[src/rtl/freq_calc.sv]
// freq_calc: turns each new (sig_cnt, ref_cnt) pair from the frequency counter
// into an integer frequency, freq_hz = floor(sig_cnt * REF_CLK_HZ / ref_cnt),
// using a 32-step shift-add multiply followed by a 64-step restoring divide.
module freq_calc #(
    parameter logic [31:0] REF_CLK_HZ = 32'd100_000_000
) (
    input  logic        sys_clk,
    input  logic        rst,
    input  logic [31:0] sig_cnt,
    input  logic [31:0] ref_cnt,
    output logic [31:0] freq_hz,
    output logic        freq_valid,
    output logic        busy,
    output logic        div_zero,
    output logic        ovf
);

    typedef enum logic [1:0] {
        IDLE = 2'd0,
        MUL  = 2'd1,
        DIV  = 2'd2,
        DONE = 2'd3
    } state_t;

    state_t      state_q, state_d;
    logic [5:0]  cnt_q, cnt_d;
    logic [63:0] acc_q, acc_d;
    logic [31:0] rem_q, rem_d;
    logic [31:0] divisor_q, divisor_d;
    logic [31:0] sig_prev_q, sig_prev_d;
    logic [31:0] ref_prev_q, ref_prev_d;
    logic [31:0] freq_hz_q, freq_hz_d;
    logic        freq_valid_q, freq_valid_d;
    logic        div_zero_q, div_zero_d;
    logic        ovf_q, ovf_d;

    logic        pair_changed;
    logic [32:0] mul_sum;
    logic [32:0] rem_shift;
    logic        rem_ge;

    // The multiplier keeps the product in acc: the upper half accumulates the
    // partial sum while the lower half holds the not-yet-consumed sig_cnt bits.
    // The divider reuses acc: dividend bits shift out of the top while
    // quotient bits shift in at the bottom.
    assign pair_changed = (sig_cnt != sig_prev_q) || (ref_cnt != ref_prev_q);
    assign mul_sum      = {1'b0, acc_q[63:32]} + (acc_q[0] ? {1'b0, REF_CLK_HZ} : 33'd0);
    assign rem_shift    = {rem_q, acc_q[63]};
    assign rem_ge       = rem_shift >= {1'b0, divisor_q};

    // State and datapath registers; synchronous reset clears everything and
    // aborts any computation in flight.
    always_ff @(posedge sys_clk) begin
        if (rst) begin
            state_q      <= IDLE;
            cnt_q        <= '0;
            acc_q        <= '0;
            rem_q        <= '0;
            divisor_q    <= '0;
            sig_prev_q   <= '0;
            ref_prev_q   <= '0;
            freq_hz_q    <= '0;
            freq_valid_q <= 1'b0;
            div_zero_q   <= 1'b0;
            ovf_q        <= 1'b0;
        end else begin
            state_q      <= state_d;
            cnt_q        <= cnt_d;
            acc_q        <= acc_d;
            rem_q        <= rem_d;
            divisor_q    <= divisor_d;
            sig_prev_q   <= sig_prev_d;
            ref_prev_q   <= ref_prev_d;
            freq_hz_q    <= freq_hz_d;
            freq_valid_q <= freq_valid_d;
            div_zero_q   <= div_zero_d;
            ovf_q        <= ovf_d;
        end
    end

    // Next-state: fixed 32 multiply steps, 64 divide steps, one result cycle.
    always_comb begin
        state_d = state_q;
        case (state_q)
            IDLE: if (pair_changed) state_d = MUL;
            MUL:  if (cnt_q == 6'd31) state_d = DIV;
            DIV:  if (cnt_q == 6'd63) state_d = DONE;
            DONE: state_d = IDLE;
            default: state_d = IDLE;
        endcase
    end

    // Datapath and result registers for each state.
    always_comb begin
        cnt_d        = cnt_q;
        acc_d        = acc_q;
        rem_d        = rem_q;
        divisor_d    = divisor_q;
        sig_prev_d   = sig_prev_q;
        ref_prev_d   = ref_prev_q;
        freq_hz_d    = freq_hz_q;
        freq_valid_d = 1'b0;
        div_zero_d   = div_zero_q;
        ovf_d        = ovf_q;
        case (state_q)
            IDLE: begin
                if (pair_changed) begin
                    sig_prev_d = sig_cnt;
                    ref_prev_d = ref_cnt;
                    divisor_d  = ref_cnt;
                    acc_d      = {32'd0, sig_cnt};
                    rem_d      = '0;
                    cnt_d      = '0;
                end
            end
            MUL: begin
                acc_d = {mul_sum, acc_q[31:1]};
                cnt_d = (cnt_q == 6'd31) ? 6'd0 : cnt_q + 6'd1;
            end
            DIV: begin
                if (rem_ge) begin
                    rem_d = rem_shift[31:0] - divisor_q;
                    acc_d = {acc_q[62:0], 1'b1};
                end else begin
                    rem_d = rem_shift[31:0];
                    acc_d = {acc_q[62:0], 1'b0};
                end
                cnt_d = cnt_q + 6'd1;
            end
            DONE: begin
                freq_valid_d = 1'b1;
                if (divisor_q == 32'd0) begin
                    freq_hz_d  = '0;
                    div_zero_d = 1'b1;
                    ovf_d      = 1'b0;
                end else if (acc_q[63:32] != 32'd0) begin
                    freq_hz_d  = 32'hFFFF_FFFF;
                    div_zero_d = 1'b0;
                    ovf_d      = 1'b1;
                end else begin
                    freq_hz_d  = acc_q[31:0];
                    div_zero_d = 1'b0;
                    ovf_d      = 1'b0;
                end
            end
            default: ;
        endcase
    end

    // Outputs come straight from registers; busy covers MUL, DIV and DONE.
    always_comb begin
        freq_hz    = freq_hz_q;
        freq_valid = freq_valid_q;
        div_zero   = div_zero_q;
        ovf        = ovf_q;
        busy       = (state_q != IDLE);
    end

endmodule

[config.mk]
export PLATFORM = sky130hd
export DESIGN_NAME = freq_calc
export DESIGN_NICKNAME = d
export VERILOG_FILES = /design/src/rtl/freq_calc.sv
export SDC_FILE = /design/constraint.sdc
export NUM_CORES = 1
export LEC_CHECK = 0
export ABC_CLOCK_PERIOD_IN_PS = 2930
export CAP_MARGIN = 20
export CORE_MARGIN = 2
export CORE_UTILIZATION = 40
export CTS_BUF_LIST = sky130_fd_sc_hd__clkbuf_4
export CTS_CLUSTER_DIAMETER = 50
export CTS_CLUSTER_SIZE = 24
export DETAILED_ROUTE_END_ITERATION = 8
export REMOVE_ABC_BUFFERS = 1
export SYNTH_ARGS = -nofsm -noshare
export SYNTH_HDL_FRONTEND = slang
export SYNTH_SLANG_ARGS = --single-unit
[constraint.sdc]
create_clock -name sys_clk -period 2.93 [get_ports sys_clk]
set_input_delay 0.586 -clock sys_clk [delete_from_list [all_inputs] [get_ports sys_clk]]
set_output_delay 0.586 -clock sys_clk [all_outputs]
set_load 0.005 [all_outputs]
[Yosys cells after proc, flatten, opt, wreduce, memory -nomap -nowiden]
Index checks and enable logic that the tools add are counted.
Storage, ports and cells
  input bits: 66
  register bits after elaboration: 203
  logic and storage cells: 55
  output and inout bits: 36
Operators by class
  reduce and logical (&&, ||, !) cells: 11
  magnitude comparators: 1
  add/subtract/negate cells: 3
  equal/unequal tests: 10
  multiplexer cells: 20
Operators by type and width (number)
  one-hot mux 64 bit (3 select lines): 1
  two-way mux 32 bit: 4
  two-way mux 64 bit: 1
  inequality test 32 bit: 2
  one-hot mux 32 bit (2 select lines): 1
  adder 32 x 27 -> 33 bit: 1
  >= comparator 33 x 32 -> 1 bit: 1
  logical NOT 32 bit: 1
  nonzero test 32 bit: 1
  subtractor 32 bit: 1
  two-way mux 27 bit: 1
  one-hot mux 6 bit (3 select lines): 1
  two-way mux 6 bit: 2
  one-hot mux 2 bit (4 select lines): 1
  adder 6 x 1 -> 6 bit (second input constant): 1
  == test 6 x 5 -> 1 bit (second input constant): 1
  == test 6 bit (second input constant): 1
  two-way mux 2 bit: 3
  inequality test 2 bit (second input constant): 3
  AND reduction 2 bit: 3
  two-way mux 1 bit: 5
  == test 2 bit (second input constant): 2
  nonzero test 2 bit: 2
  AND reduction 3 bit: 1
  4 further kinds: 4

[Longest topological paths before layout]
  word-level depth: 4
  mapped depth: 12
  gate-level depth less buffers: 11

[Least setup slack after synthesis]
OpenSTA, ideal clock, no wires.
  path type: reg2reg
  start: register ref_prev_q[10]
  end: register rem_q[5]
  data arrival time: 2452 ps
  cell stages (with the launch flop): 11
  setup slack: 356 ps
  path buffers: 1
  clock period less this slack: 2574 ps
  required time: 2808 ps
  library setup time: 122 ps
  cell sequence: dfxtp_1 -> inv_1 -> ha_1 -> and3_1 -> a211o_1 -> o221a_1 -> a211oi_2 -> or3b_4 -> buf_6 -> nor2_1 -> a221o_1
Between the ends
  longest elaborated chain between the ends: 4
  elaborated cells between the ends (all ways): 7
  those cells by class: 1 x order compare; 2 x eq/ne; 2 x mux; 2 x reduce/logical
Ends and longest elaborated chain
  start, declared: RTL line 31  | logic [31:0] ref_prev_q, ref_prev_d;
  start signal, assigned: RTL line 73  | ref_prev_q <= ref_prev_d;
  branches (longest 4 deep; another with >= comparator 33 x 32 -> 1 bit)
  end signal, assigned: RTL line 70  | rem_q <= rem_d;
  end, declared: RTL line 28  | logic [31:0] rem_q, rem_d;
Several ways; the timed one is not identified.
A chain may end at the register's enable or synchronous reset.

[Final worst setup path]
  start: register state_q[0]
  end: output port busy
Between the ends
  longest elaborated chain between the ends: 1
Ends and longest elaborated chain
  start, declared: RTL line 25  | state_t state_q, state_d;
  start signal, assigned: RTL line 67  | state_q <= state_d;
  nonzero test 2 bit: RTL line 156  | busy = (state_q != IDLE);
  end, declared: RTL line 13  | output logic busy,
Every way passes these cells.

==> impl_metrics.tcl <==
set metrics [dict create \
    outcome "finished clean" \
    start_kind "flip-flop" \
    finalCritPeriodShare_pct 96.0 \
    port_buffers 101 \
    cts_sinks 203 \
    yosysSeqAreaShare_pct 34.3 \
    clk_pin_slew_ps 130 \
    grt_use_total_pct 22.7 \
    clock_latency_ps 760 \
    initial_core_util_pct 40.9 \
    tightest_slew_ps 808 \
    power_w 0.0110 \
    h-tree-depth 1 \
    rsz0062_at_grt "yes" \
    instances_no_fill 2016 \
    vias_per_cell 5.56 \
    critPathRequiredTime_ps 2340 \
    nets 1728 \
    fillCellCount 2797 \
    synth-edff-count 0 \
    clockBufferDepth 3 \
    synth_ff_type "dfxtp_1" \
    grt_max_degree 72 \
    area_delta_synth_final_pct 23.3 \
    synthCells 1441 \
    core_um2 28900 \
    yosysWarningCount 0 \
    powerDensity_nw_per_um2 757 \
    rows 62 \
    hold_path_class "in -> reg" \
    syn_area_um2 11800 \
    wl_mm 35.7 \
    period_minus_slack_ps 2810 \
    first_iter_violations 747 \
    dieHeight_um 176 \
    fmax_ghz 0.355 \
    critPathKind "reg -> out" \
    firstDrtPassIters 5 \
    relSlewSlack_pct 46.1 \
    dp.cells 1960 \
    vias 11200 \
    r2r_slack_ps 140 \
    synth.distinct_cells 75 \
    syn-mean-instance-area_um2 8.21 \
    drive_gt1_share_pct 13.7 \
    grt_pass1_wl_mm 57.5 \
    ir_worst_vdd_mv 0.368 \
    cap_viol_max_count 0 \
    drtAntennaViolNets 0 \
    ios 102 \
    ys_async_sr_fraction_pct 0 \
    critPathMaxFanout 5 \
    cts_tree "done" \
    dpl.hpwl_mm 25.8 \
    gp_congestion 0.868 \
    end_kind "primary output" \
    final-setup-viol-count 0 \
    fin_skew_ps 66.2 \
    drc 0 \
    ys_ff_latch 203 \
    die_w_um 176 \
    overflow 0 \
    slew_violations 0 \
    p_leak_nw 5.67 \
    numCtsBuffers 29 \
    wl_per_cell_um 17.7 \
    crit_arrival_ps 2230 \
    die-area_um2 31000 \
    hold_violations 0 \
    root_buffer "clkbuf_4" \
    grt_pass1_vias 10831 \
    antenna_found_initial 1 \
]
==> cells in the mapped netlist, types with 4 or more instances <==
master / number / share of area, %
a21oi_1: 128 / 5.4
o21ai_0: 95 / 4.0
nor4_1: 26 / 1.4
ha_1: 51 / 5.4
a211oi_1: 4 / 0.25
a31oi_1: 15 / 0.79
nor2_1: 111 / 3.5
nand4_1: 25 / 1.3
buf_6: 4 / 0.38
nand2_1: 139 / 4.4
nand2b_1: 36 / 1.9
or4_1: 4 / 0.25
o22ai_1: 5 / 0.26
xnor2_1: 63 / 4.7
a21o_1: 14 / 0.89
nor3_1: 8 / 0.34
a22oi_1: 65 / 4.1
o211ai_1: 38 / 2.4
buf_1: 10 / 0.32
a221o_1: 9 / 0.76
a2bb2oi_1: 6 / 0.44
inv_1: 49 / 1.6
nand3_1: 32 / 1.4
dfxtp_1: 203 / 34
buf_4: 4 / 0.25
clkbuf_1: 56 / 1.8
and2_1: 11 / 0.58
buf_2: 25 / 1.1
mux2i_1: 63 / 5.3
o21a_1: 7 / 0.44
a22o_1: 14 / 1.0
and4_1: 4 / 0.30
nand3b_1: 6 / 0.38
nor2b_1: 6 / 0.32
and3_1: 5 / 0.26
xor2_1: 37 / 2.7
==> layer usage <==
layer  GRT usage [%]  share of wire [%]  vias to the layer above
met1            32.0                 47                     5301
met4            6.61                2.8                        0
li1                -                  -                     5544
met5               0                  0                        -
met3            3.04                5.0                       62
met2            36.1                 45                      293
==> final timing paths <==
| kind | start | cells after the start | to |
|---|---|---|---|
| setup / recovery | state_q[0] | 4 | busy |
| hold reg to reg | freq_hz[22] | 2 | freq_hz[22] |
| hold / removal | rst | 2 | acc_q[25] |
| setup reg to reg | ref_prev_q[26] | 11 | rem_q[31] |
==> layout make-up <==
cell class | instances | area, um^2 | share of cell area [%]
multi-input cells | 1088 | 7220 | 49.5
flip-flops and latches | 203 | 4070 | 27.9
repair buffers | 239 | 2210 | 15.1
well taps | 384 | 480 | 3.29
clock buffers | 29 | 218 | 1.49
clock inverters | 23 | 211 | 1.45
inverters | 49 | 184 | 1.26
diodes | 1 | 2.50 | 0.0171
==> worst max-delay path, cell delays in order (launching register included) <==
cell and delay, ps:
dfxtp_1 440, inv_1 90, ha_2 230, inv_1 180, clkdlybuf4s50_1 540
==> power breakdown <==
group | internal, W | switching, W | leakage, nW
combinational | 0.00235 | 0.00304 | 3.79
sequential | 0.00324 | 0.000446 | 1.66
clock | 0.000730 | 0.00124 | 0.215
==> placed cells by master (no fill, tap or decap), drive strengths merged, types with 28 or more instances in the layout <==
cell / count
nand2b: 36
mux2i: 63
nand2: 139
nor4: 28
o211ai: 38
xnor2: 63
nand3: 33
o21ai: 98
inv: 53
a22oi: 65
clkdlybuf4s50: 100
nor2: 111
ha: 51
dfxtp: 203
a21oi: 129
buf: 139
clkbuf: 29
xor2: 37
==> kinds of logic (layout without fill, tap and decap cells) <==
kind of cell	count (synthesis)	after routing	synth area share [%]
AO/OA/AOI/OAI	440	440	24.1
other	0	1	0
flip-flops	203	203	34.3
buffers and inverters	150	340	5.42
AND/OR/NAND/NOR	432	432	17.8
XOR/XNOR	100	100	7.40
multiplexers	64	64	5.42
adder cells (fa/ha/maj)	52	52	5.56
==> stage by stage <==
step           utilization [%]  cell area, um^2  setup WS, ps  TNS, ps  hold slack [ps]
6_report                  50.4            14600           117        0             38.4
5_1_grt                   50.4            14600         -16.8    -16.8             10.4
4_1_cts                   50.1            14500          57.6        0             5.56
3_5_place_dp              48.6            14100          -354   -42450              457
3_3_place_gp              48.5            14000          -358   -47310              456
2_1_floorplan                -            11400         -1300  -128570              443
==> flip-flops by register name, indices dropped and copies added, names as in the netlist <==
register	cells
acc_q	64
freq_hz	32
ref_prev_q	32
rem_q	32
sig_prev_q	32
cnt_q	6
state_q	2
div_zero	1
freq_valid	1
ovf	1
==> repair_timing <==
item / 4_1_cts / 5_1_grt
hold buffers: 0 / 0
endpoints found under the hold margin: 0 / 0
setup endpoints to repair: 0 / 19
setup buffers: 0 / 3
resized for setup: 0 / 14
Note: power is estimated with default switching activity, not from simulation.
